[config.mk]
export PLATFORM = sky130hd
export DESIGN_NAME = if_stage_flat
export DESIGN_NICKNAME = d
export VERILOG_FILES = /design/src/rtl/if_stage_pkg.sv /design/src/rtl/if_stage_if.sv /design/src/rtl/if_stage_ifid_register.sv /design/src/rtl/if_stage.sv /design/src/flat_wrapper.sv
export SDC_FILE = /design/constraint.sdc
export NUM_CORES = 1
export LEC_CHECK = 0
export BUFFER_PORTS_ARGS = -buffer_cell sky130_fd_sc_hd__buf_2
export CAP_MARGIN = 25
export CORE_ASPECT_RATIO = 1.5
export CORE_MARGIN = 3
export CORE_UTILIZATION = 50
export DETAILED_ROUTE_END_ITERATION = 12
export GPL_ROUTABILITY_DRIVEN = 0
export PLACE_DENSITY = 0.78
export RECOVER_POWER = 50
export SYNTH_ARGS = -nofsm -noshare
export SYNTH_HDL_FRONTEND = slang
export SYNTH_SLANG_ARGS = --single-unit
[constraint.sdc]
create_clock -name clk -period 4.75 [get_ports clk]
set_input_delay 0.95 -clock clk [delete_from_list [all_inputs] [get_ports clk]]
set_output_delay 0.95 -clock clk [all_outputs]
set_load 0.005 [all_outputs]
[src/rtl/if_stage_pkg.sv]
`default_nettype none
// ============================================================================
// Module   : if_stage_pkg
// Purpose  : Shared pipeline definitions: fetch FSM state encoding, the NOP
//            instruction word and the default reset PC.
// Revision : 1.0 - initial release
// ============================================================================
package if_stage_pkg;

  typedef enum logic [1:0] {
    S_IDLE  = 2'd0,
    S_FETCH = 2'd1,
    S_DRAIN = 2'd2
  } fetch_state_t;

  localparam logic [31:0] C_NOP              = 32'h0000_0000;
  localparam logic [31:0] C_DEFAULT_RESET_PC = 32'h0000_0000;

endpackage : if_stage_pkg
`default_nettype wire

[src/rtl/if_stage_if.sv]
`default_nettype none
// ============================================================================
// Module   : if_stage_if
// Purpose  : Bundles the fetch stage's hazard/redirect inputs, the
//            instruction-memory handshake and the IF/ID register outputs.
// Modports : master - the fetch stage itself
//            slave  - decode stage / instruction memory side
// Revision : 1.0 - initial release
// ============================================================================
interface if_stage_if;
  logic        PCWriteEnable;
  logic        IFIDWriteEnable;
  logic        IFIDFlush;
  logic        Branch;
  logic        Jump;
  logic [31:0] BranchDest;
  logic [31:0] JumpDest;
  logic        IMemReq;
  logic [31:0] IMemAddr;
  logic        IMemReady;
  logic [31:0] IMemData;
  logic [31:0] Instruction_Out;
  logic [31:0] PC_Out;
  logic        Valid_Out;
  logic        FetchStall_Out;

  modport master (
    input  PCWriteEnable, IFIDWriteEnable, IFIDFlush, Branch, Jump,
    input  BranchDest, JumpDest, IMemReady, IMemData,
    output IMemReq, IMemAddr, Instruction_Out, PC_Out, Valid_Out,
    output FetchStall_Out
  );

  modport slave (
    output PCWriteEnable, IFIDWriteEnable, IFIDFlush, Branch, Jump,
    output BranchDest, JumpDest, IMemReady, IMemData,
    input  IMemReq, IMemAddr, Instruction_Out, PC_Out, Valid_Out,
    input  FetchStall_Out
  );
endinterface : if_stage_if
`default_nettype wire

[src/rtl/if_stage_ifid_register.sv]
`default_nettype none
// ============================================================================
// Module   : ifid_register
// Purpose  : Pipeline register holding instruction, PC and valid bit.
//            Priority: flush (bubble) > hold > load > bubble.
// Ports    : clk, rst (async, active-high)
//            i_flush, i_write_en, i_load, i_instr, i_pc
//            o_instr, o_pc, o_valid
// Revision : 1.0 - initial release
// ============================================================================
module ifid_register
  import if_stage_pkg::*;
#(
  parameter int DATA_W = 32
) (
  input  wire logic              clk,
  input  wire logic              rst,
  input  wire logic              i_flush,
  input  wire logic              i_write_en,
  input  wire logic              i_load,
  input  wire logic [DATA_W-1:0] i_instr,
  input  wire logic [DATA_W-1:0] i_pc,
  output logic      [DATA_W-1:0] o_instr,
  output logic      [DATA_W-1:0] o_pc,
  output logic                   o_valid
);

  localparam logic [DATA_W-1:0] C_BUBBLE_INSTR = DATA_W'(C_NOP);

  always_ff @(posedge clk or posedge rst) begin
    if (rst) begin
      o_instr <= C_BUBBLE_INSTR;
      o_pc    <= '0;
      o_valid <= 1'b0;
    end else if (i_flush) begin
      o_instr <= C_BUBBLE_INSTR;
      o_pc    <= '0;
      o_valid <= 1'b0;
    end else if (!i_write_en) begin
      o_instr <= o_instr;
      o_pc    <= o_pc;
      o_valid <= o_valid;
    end else if (i_load) begin
      o_instr <= i_instr;
      o_pc    <= i_pc;
      o_valid <= 1'b1;
    end else begin
      // Stall, drain or redirect cycle: nothing usable, insert a bubble.
      o_instr <= C_BUBBLE_INSTR;
      o_pc    <= '0;
      o_valid <= 1'b0;
    end
  end

endmodule : ifid_register
`default_nettype wire

[src/rtl/if_stage.sv]
`default_nettype none
// ============================================================================
// Module   : if_stage
// Purpose  : MIPS instruction-fetch stage. Owns the PC, the pending-redirect
//            register and the IDLE/FETCH/DRAIN fetch FSM that drives a
//            variable-latency instruction-memory request/ready handshake,
//            and feeds the IF/ID pipeline register.
// Ports    : clk, rst (async, active-high)
//            bus (if_stage_if.master): hazard/redirect inputs, IMem
//            handshake, IF/ID outputs and fetch-stall flag
// Revision : 1.0 - initial release
// ============================================================================
module if_stage
  import if_stage_pkg::*;
#(
  parameter logic [31:0] RESET_PC = C_DEFAULT_RESET_PC
) (
  input wire logic  clk,
  input wire logic  rst,
  if_stage_if.master bus
);

  fetch_state_t r_state;
  fetch_state_t w_state_next;
  logic [31:0]  r_pc;
  logic [31:0]  w_pc_next;
  logic [31:0]  r_pending;
  logic [31:0]  w_pending_next;

  logic         w_req;
  logic         w_accept;
  logic         w_redirect;
  logic [31:0]  w_target;
  logic         w_load;

  // Request and address depend only on registered state, never on the
  // decode-stage inputs; in DRAIN the PC is untouched, so the outstanding
  // address stays stable until the memory accepts it.
  assign w_req              = (r_state != S_IDLE);
  assign bus.IMemReq        = w_req;
  assign bus.IMemAddr       = r_pc;
  assign bus.FetchStall_Out = w_req && !bus.IMemReady;

  assign w_accept   = w_req && bus.IMemReady;
  assign w_redirect = bus.Branch || bus.Jump;
  assign w_target   = (bus.Jump ? bus.JumpDest : bus.BranchDest) & 32'hFFFF_FFFC;

  // Only a plain accepted fetch produces a real instruction.
  assign w_load = (r_state == S_FETCH) && w_accept && !w_redirect;

  always_ff @(posedge clk or posedge rst) begin
    if (rst) begin
      r_state   <= S_IDLE;
      r_pc      <= RESET_PC;
      r_pending <= '0;
    end else begin
      r_state   <= w_state_next;
      r_pc      <= w_pc_next;
      r_pending <= w_pending_next;
    end
  end

  always_comb begin
    w_state_next   = r_state;
    w_pc_next      = r_pc;
    w_pending_next = r_pending;
    case (r_state)
      S_IDLE: begin
        w_state_next = S_FETCH;
      end
      S_FETCH: begin
        if (w_redirect) begin
          if (w_accept) begin
            w_pc_next = w_target;
          end else begin
            // Cannot retarget mid-request: remember it and finish the
            // outstanding transfer first.
            w_pending_next = w_target;
            w_state_next   = S_DRAIN;
          end
        end else if (w_accept && bus.PCWriteEnable) begin
          w_pc_next = r_pc + 32'd4;
        end
      end
      S_DRAIN: begin
        if (w_redirect) begin
          w_pending_next = w_target;
        end
        if (w_accept) begin
          w_pc_next    = w_redirect ? w_target : r_pending;
          w_state_next = S_FETCH;
        end
      end
      default: begin
        w_state_next = S_IDLE;
      end
    endcase
  end

  ifid_register #(
    .DATA_W (32)
  ) u_ifid (
    .clk        (clk),
    .rst        (rst),
    .i_flush    (bus.IFIDFlush),
    .i_write_en (bus.IFIDWriteEnable),
    .i_load     (w_load),
    .i_instr    (bus.IMemData),
    .i_pc       (r_pc),
    .o_instr    (bus.Instruction_Out),
    .o_pc       (bus.PC_Out),
    .o_valid    (bus.Valid_Out)
  );

endmodule : if_stage
`default_nettype wire

[src/flat_wrapper.sv]
// flat-port wrapper written by rule: the top's interface ports become plain ports
module if_stage_flat import if_stage_pkg::*;
#(
  parameter logic [31:0] RESET_PC = C_DEFAULT_RESET_PC
)
  (clk, rst, bus_PCWriteEnable, bus_IFIDWriteEnable, bus_IFIDFlush, bus_Branch, bus_Jump, bus_BranchDest, bus_JumpDest, bus_IMemReady, bus_IMemData, bus_IMemReq, bus_IMemAddr, bus_Instruction_Out, bus_PC_Out, bus_Valid_Out, bus_FetchStall_Out);
  if_stage_if bus_i ();
  input wire logic clk;
  input wire logic rst;
  input wire logic [$bits(bus_i.PCWriteEnable)-1:0] bus_PCWriteEnable;
  input wire logic [$bits(bus_i.IFIDWriteEnable)-1:0] bus_IFIDWriteEnable;
  input wire logic [$bits(bus_i.IFIDFlush)-1:0] bus_IFIDFlush;
  input wire logic [$bits(bus_i.Branch)-1:0] bus_Branch;
  input wire logic [$bits(bus_i.Jump)-1:0] bus_Jump;
  input wire logic [$bits(bus_i.BranchDest)-1:0] bus_BranchDest;
  input wire logic [$bits(bus_i.JumpDest)-1:0] bus_JumpDest;
  input wire logic [$bits(bus_i.IMemReady)-1:0] bus_IMemReady;
  input wire logic [$bits(bus_i.IMemData)-1:0] bus_IMemData;
  output wire logic [$bits(bus_i.IMemReq)-1:0] bus_IMemReq;
  output wire logic [$bits(bus_i.IMemAddr)-1:0] bus_IMemAddr;
  output wire logic [$bits(bus_i.Instruction_Out)-1:0] bus_Instruction_Out;
  output wire logic [$bits(bus_i.PC_Out)-1:0] bus_PC_Out;
  output wire logic [$bits(bus_i.Valid_Out)-1:0] bus_Valid_Out;
  output wire logic [$bits(bus_i.FetchStall_Out)-1:0] bus_FetchStall_Out;
  assign bus_i.PCWriteEnable = bus_PCWriteEnable;
  assign bus_i.IFIDWriteEnable = bus_IFIDWriteEnable;
  assign bus_i.IFIDFlush = bus_IFIDFlush;
  assign bus_i.Branch = bus_Branch;
  assign bus_i.Jump = bus_Jump;
  assign bus_i.BranchDest = bus_BranchDest;
  assign bus_i.JumpDest = bus_JumpDest;
  assign bus_i.IMemReady = bus_IMemReady;
  assign bus_i.IMemData = bus_IMemData;
  assign bus_IMemReq = bus_i.IMemReq;
  assign bus_IMemAddr = bus_i.IMemAddr;
  assign bus_Instruction_Out = bus_i.Instruction_Out;
  assign bus_PC_Out = bus_i.PC_Out;
  assign bus_Valid_Out = bus_i.Valid_Out;
  assign bus_FetchStall_Out = bus_i.FetchStall_Out;
  if_stage #(.RESET_PC(RESET_PC)) u_core (.clk(clk), .rst(rst), .bus(bus_i));
endmodule
==> key figures, run 1 <==
Power
  • Switching share of power: 36.4%
  • Net Switching: 1.59 mW
  • Clock power frac: 30.7%
  • P per Cell Area: 519 nW/µm²
  • Internal: 2.77 mW
  • Leakage power total: 4.04 nW
  • Worst vdd ir: 0.262 mV
  • Comb pwr share: 29.6%
  • Flop pwr share: 39.6%

Floorplanning
  • FP Rows: 51
  • Std-Cell Core Area: 13100 µm²
  • Die ar.: 14900 µm²
  • Vert. Die Dim: 148 µm
  • Ports: 203
  • Initial core utilization: 51.2%
  • Die W: 101 µm

Critical path
  • Reg-to-reg setup timing slack: 1.96 ns
  • Crit-path max FO: 9
  • Slowest CP cell: or4_1
  • Critical setup path kind: reg2reg
  • Reg-to-Reg End: u_core.bus.IMemAddr[30]
  • Crit path top cell by count: or4_1
  • Critical path arrival: 3.09 ns
  • Worst path required time: 5.05 ns
  • Worst reg2reg path depth: 6
  • CP Cell Sequence: ha_1 -> and4_1 -> nand3_4 -> or4_1 -> or4_1 -> and3_1
  • Worst setup EP type: flop
  • CP delay by family, top: simple AND/OR/NAND/NOR gates
  • Crit path largest cell delay: 0.63 ns
  • Worst setup SP type: flop
  • Buf/Inv on CP: 0
  • Reg2reg start: u_core.bus.IMemAddr[2]

Synthesis
  • FF+latch count, synth: 131
  • Dominant synthesized flop cell: dfrtp_1
  • Syn Nets: 806
  • Yosys warns: 0
  • Post-synth ARST share: 100%
  • Synth Area in Compound Gates: 25.0%
  • Syn Area/Cell: 9.60 µm²
  • Mux share of post-synthesis cell area: 5.13%
  • Cells after synthesis: 698
  • Simple-gate portion of the synthesized area: 15.4%
  • Synthesized area: 6700 µm²
  • Xor/xnor cell area share of the yosys netlist: 0.261%
  • Sequential share of the synthesized area: 48.9%
  • Post-Synth Adder-Cell Area: 0.747%
  • Post-synth cell types: 60
  • Post-synth EDFFs: 0
  • Largest family of logic cells by synthesized area: compound AO/OA/AOI/OAI gates

STA
  • Clock skew: 0.00913 ns
  • Final setup margin: 1.96 ns
  • Post-layout minimum cycle time: 2.79 ns
  • Relative slew margins: -20.6%
  • Final Cycle Share: 58.8%
  • Slew at the pin with the worst max-slew slack: 1.80 ns
  • Max Freq: 0.358 GHz
  • Slew Limit Fails: 41
  • Post-route setup TNS: 0 ns
  • Final hold violation count: 0
  • Unrepaired setup endpoints after global routing: no
  • Final setup fails: 0

Routing
  • Vias after detailed routing: 6166
  • Pre-antenna DRT Iters: 5
  • Initial DRC count: 576
  • DRT Wirelength: 18800 µm
  • Post-DRT Antenna Nets: 0
  • WL/cell: 18.0 µm
  • Vias/cell: 5.92
  • DRC: 0

Place
  • Placement Setup Slack: 1.75 ns
  • Dpl hpwl: 12900 µm
  • IO buf count: 198

Clocking
  • CTS Buf Count: 17
  • Clock latency on the worst-skew pair: 0.41 ns
  • Clock root buffer: clkbuf_16
  • Hold_buf cts: 0
  • CTS tree: yes
  • Maximum clock path buffer count: 2
  • Clk sinks: 131
  • CTS resizes: 0
  • Setup bufs post-CTS: 0
  • Clock-pin slew on the worst setup and hold paths: 0.06 ns
  • H-Tree Depth: 4

Cells and area
  • Layout cells sized above 1: 26.5%
  • Post-layout util: 64.2%
  • Final antenna diode count: 0
  • Final nets: 977
  • Filler Cell Count: 1120
  • Synth-to-Final Area Change: 25.2%

Global route
  • All-layer global routing usage: 25.4%
  • Vias in the first global route: 5972
  • Total global routing overflow: 0
  • Initial antenna violation count: 0
  • Largest net degree at the start of global routing: 106
  • First-pass GRT wire length: 30300 µm

Outcome
  • Failing checks: capacitance limit, slew limit
  • Status: finished, violations left

Hold path
  • Hold Startpoint: u_core.r_pending[22]
  • HP Class: reg2reg
  • Hold path cells: 2
  • Hold endpoint: u_core.r_pending[22]

Job
  • Max Cap Viol: 1
[area by class of cell]
| cell class | count | area (µm²) | area share, % |
|---|---|---|---|
| inverter | 12 | 46.3 | 0.551 |
| timing repair buffer | 214 | 1100 | 13.1 |
| clock inverter | 9 | 128 | 1.52 |
| tap | 159 | 199 | 2.37 |
| clock buffer | 23 | 478 | 5.69 |
| multi-input combinational | 493 | 3160 | 37.7 |
| sequential | 131 | 3280 | 39.0 |
[kinds of logic (layout without fill, tap and decap cells)]
family                     Yosys count  after routing
AOI/OAI and AO/OA                  245            245
and+or+nand+nor                    208            208
buffers and inverters               74            258
muxes                               34             34
DFF                                131            131
xor gates and xnor gates             2              2
adders and majority gates            4              4
[per-layer routing]
layer  up-vias  share of wire (%)  GRT usage (%)
met5         -                  0              0
met4         0                2.6           9.84
met3        35                6.7           4.58
met2       268                 49           41.4
met1      2923                 42           33.5
li1       2940                  -              -
[metrics by stage]
step | power (mW) | hold slack [ns] | area, µm² | cells
floorplan | 2.52 | 0.442 | 6700 | 698
global placement | 2.97 | 0.453 | 7790 | 1008
detailed placement | 3.01 | 0.463 | 7790 | 1008
CTS | 4.37 | 0.476 | 8400 | 1040
global route | 4.63 | 0.500 | 8400 | 1041
finish | 4.35 | 0.471 | 8400 | 1041
[tightest hold or removal path: stages, from the launching register on]
cell and delay (ns):
dfrtp_1 0.34, nand2_1 0.04, o21ai_0 0.06
[power groups by stage]
stage	sequential, mW	combinational [mW]	clock [mW]
finish	1.73	1.29	1.34
global route	1.77	1.45	1.41
CTS	1.72	1.29	1.36
detailed placement	1.74	1.28	0
global placement	1.73	1.24	0
floorplan	1.61	0.908	0
[sequential cells by signal (all words and copies together) (netlist names)]
name,count
u_core.bus.IMemAddr,32
u_core.r_pending,32
u_core.u_ifid.o_instr,32
u_core.u_ifid.o_pc,32
u_core.r_state,2
u_core.u_ifid.o_valid,1
[cell usage after synthesis (all sizes together), types with 4 or more instances]
cell | instances | share of area, %
and4 | 4 | 0.54
buf | 11 | 0.95
a221oi | 6 | 0.78
a31oi | 9 | 0.84
and2 | 5 | 0.49
a211oi | 6 | 0.67
nor2b | 15 | 1.4
ha | 4 | 0.75
nand4 | 14 | 1.3
dfrtp | 131 | 49
o21ai | 63 | 4.7
a21oi | 45 | 3.4
o211ai | 10 | 1.1
nand3 | 17 | 1.5
nand2b | 6 | 0.56
mux2i | 31 | 4.6
nor2 | 28 | 1.6
inv | 12 | 0.67
a22o | 67 | 8.8
nand2 | 79 | 4.4
clkbuf | 51 | 2.9
nor3 | 21 | 1.6
and3b | 4 | 0.52
o31ai | 12 | 1.3
[how the worst max path moves through the flow]
stage / startpoint / end / cells after the start
after floorplan: rst / u_core.bus.IMemAddr[0] / 1
after global placement: bus_Jump / u_core.bus.IMemAddr[10] / 8
after detailed placement: bus_Jump / u_core.bus.IMemAddr[10] / 8
after CTS: u_core.bus.IMemAddr[2] / u_core.bus.IMemAddr[30] / 6
after global routing: u_core.r_state[0] / u_core.bus.IMemAddr[7] / 8
final: u_core.bus.IMemAddr[2] / u_core.bus.IMemAddr[30] / 6
[cells in the final DEF, fill, tap and decap left out, drive strengths merged, types with 4 or more instances in the layout]
| cell type | instances |
|---|---|
| nand2b | 6 |
| and4 | 4 |
| buf | 192 |
| and3b | 4 |
| o21ai | 63 |
| inv | 11 |
| nand4 | 14 |
| and2 | 5 |
| clkinvlp | 4 |
| a31oi | 9 |
| nor3 | 21 |
| o211ai | 10 |
| o31ai | 12 |
| nand2 | 79 |
| nor2b | 15 |
| clkbuf | 45 |
| dfrtp | 131 |
| ha | 4 |
| a221oi | 6 |
| a211oi | 6 |
| mux2i | 31 |
| nor2 | 28 |
| a21oi | 45 |
| a22o | 67 |
| nand3 | 17 |
No activity file was read; power rests on OpenSTA's default activity.
==> run 2: changes to the inputs <==
Clock period 4.75 ns to 2.8 ns, I/O delays scaled along.
==> key figures, run 2 (synthesized netlist as in run 1, its figures left out) <==
Outcome
  • Status: finished, violations left
  • Failing checks: capacitance limit, slew limit

Routing
  • DRT Wirelength: 18800 µm (about the same)
  • Vias/cell: 5.93 (+0.19%)
  • Pre-antenna DRT Iters: 5 (unchanged)
  • Vias after detailed routing: 6237 (+1.2%)
  • Initial DRC count: 454 (-21%)
  • WL/cell: 17.8 µm (-0.99%)
  • Post-DRT Antenna Nets: 0 (unchanged)
  • DRC: 0 (unchanged)

Global route
  • Largest net degree at the start of global routing: 63 (-41%)
  • Initial antenna violation count: 0 (unchanged)
  • Vias in the first global route: 5865 (-1.8%)
  • Total global routing overflow: 0 (unchanged)
  • First-pass GRT wire length: 30300 µm (+0.20%)
  • All-layer global routing usage: 25.5% (+0.12 points)

Clocking
  • Clk sinks: 131 (unchanged)
  • CTS resizes: 0 (unchanged)
  • Clock root buffer: clkbuf_16
  • CTS tree: yes
  • H-Tree Depth: 4 (unchanged)
  • Clock-pin slew on the worst setup and hold paths: 0.06 ns (about the same)
  • Maximum clock path buffer count: 2 (unchanged)
  • Hold_buf cts: 0 (unchanged)
  • CTS Buf Count: 17 (unchanged)
  • Setup bufs post-CTS: 0 (unchanged)
  • Clock latency on the worst-skew pair: 0.42 ns (about the same)

STA
  • Post-layout minimum cycle time: 2.52 ns (-0.269 ns)
  • Slew at the pin with the worst max-slew slack: 1.90 ns (+0.0987 ns)
  • Max Freq: 0.397 GHz (+11%)
  • Relative slew margins: -26.7% (-6.1 points)
  • Final hold violation count: 0 (unchanged)
  • Final setup fails: 0 (unchanged)
  • Final Cycle Share: 90.1% (+31 points)
  • Unrepaired setup endpoints after global routing: no
  • Clock skew: 0.0172 ns (+0.00809 ns)
  • Slew Limit Fails: 79 (+93%)
  • Post-route setup TNS: 0 ns (unchanged)

Critical path
  • Buf/Inv on CP: 0 (unchanged)
  • Worst path required time: 3.10 ns (-1.95 ns)
  • CP Cell Sequence: ha_1 -> and4_1 -> nand3_4 -> or4_1 -> or4_1 -> and3_1
  • Crit-path max FO: 7 (-2)
  • CP delay by family, top: simple AND/OR/NAND/NOR gates
  • Worst setup SP type: flop
  • Crit path top cell by count: or4_1
  • Reg2reg start: u_core.bus.IMemAddr[2]
  • Worst setup EP type: flop
  • Critical path arrival: 2.82 ns (-0.27 ns)
  • Slowest CP cell: or4_1
  • Crit path largest cell delay: 0.61 ns (-0.02 ns)
  • Critical setup path kind: reg2reg
  • Start point of the critical path: u_core.bus.IMemAddr[2]

Cells and area
  • Final antenna diode count: 0 (unchanged)
  • Most frequent cells in the layout: 179 x buf_2, 131 x dfrtp_1, 79 x nand2_1
  • Commonest non-fill, non-tap cell in the layout: buf_2
  • Cell area after layout: 8570 µm² (+2.1%)
  • Final nets: 987 (+1.0%)
  • Filler Cell Count: 1079 (-3.7%)
  • Layout cells sized above 1: 27.8% (+1.3 points)
  • Post-layout util: 65.5% (+1.4 points)
  • Synth-to-Final Area Change: 27.9%
  • Finished Layout Cells: 1051 (+0.96%)

Floorplanning
  • Die ar.: 14900 µm² (unchanged)
  • Std-Cell Core Area: 13100 µm² (unchanged)
  • Vert. Die Dim: 148 µm (unchanged)
  • Ports: 203 (unchanged)
  • FP Rows: 51 (unchanged)
  • Die W: 101 µm (unchanged)
  • Initial core utilization: 51.2% (unchanged)

Place
  • Dpl hpwl: 13400 µm (+4.0%)
  • IO buf count: 198 (unchanged)
  • Placed cells: 1019 (+1.1%)
  • Cell area after placement: 7950 µm² (+2.0%)

Power
  • Leakage power total: 4.15 nW (+2.6%)
  • P per Cell Area: 903 nW/µm² (+74%)
  • Design Power: 7.74 mW (+78%)
  • Worst vdd ir: 0.512 mV (+95%)

Hold path
  • HP Class: in2async

Job
  • Max Cap Viol: 2 (+1)
run 2: changes by cell type in the layout (fill, tap and decap cells not counted):
cell | before | now
bufinv_16 | 3 | 6
buf_16 | 1 | 0
buf_4 | 15 | 19
clkbuf_8 | 3 | 0
clkbuf_1 | 25 | 20
inv_6 | 0 | 3
clkbuf_2 | 0 | 1
buf_12 | 0 | 4
dlymetal6s2s_1 | 0 | 1
clkinv_4 | 0 | 2
buf_2 | 176 | 179
clkinv_2 | 3 | 1
run 2: metrics by stage:
| step | hold slack, ns | worst slack, ns |
|---|---|---|
| after global placement | 0.454 | 0.330 |
| after floorplan | 0.442 | 0.398 |
| after CTS | 0.0562 | 0.284 |
| final | 0.0699 | 0.278 |
| after global routing | 0.0689 | 0.177 |
| after detailed placement | 0.464 | 0.309 |
run 2: layout make-up:
| class | instances | area (µm²) | share of cell area [%] |
|---|---|---|---|
| Inverter | 12 | 46.3 | 0.540 |
| Timing Repair Buffer | 224 | 1210 | 14.1 |
| Clock inverter | 15 | 251 | 2.93 |
| Multi-Input combinational cell | 493 | 3160 | 36.9 |
| Clock buffer | 17 | 425 | 4.96 |
| Tap cell | 159 | 199 | 2.32 |
| Sequential cell | 131 | 3280 | 38.2 |
run 2: final timing paths:
check	endpoint	slack, ns	cells after the start
worst max-delay path	u_core.bus.IMemAddr[30]	0.28	6
worst max register to register	u_core.bus.IMemAddr[30]	0.28	6
worst min-delay path	u_core.u_ifid.o_instr[13]	0.07	2
max in group asynchronous	u_core.bus.IMemAddr[18]	0.65	3
min in group clk	u_core.u_ifid.o_instr[4]	0.36	2
worst min register to register	u_core.r_pending[19]	0.47	2
run 2: metal layers:
metal | up-vias | track usage (%) | part of all wire [%]
li1 | 2966 | - | -
met1 | 2964 | 34.3 | 41
met2 | 261 | 39.9 | 49
met3 | 46 | 5.62 | 7.0
met4 | 0 | 10.7 | 2.9
met5 | - | 0 | 0
run 2: power breakdown:
group | switching (mW) | internal [mW]
combinational | 1.34 | 0.946
clock | 0.854 | 1.68
sequential | 0.558 | 2.36
run 2: worst reg2reg max path, cell delays in order, from the launching register on:
cell and delay, ns:
dfrtp_1 0.44, ha_1 0.26, and4_1 0.31, nand3_4 0.11
or4_1 0.61, or4_1 0.53, and3_1 0.16
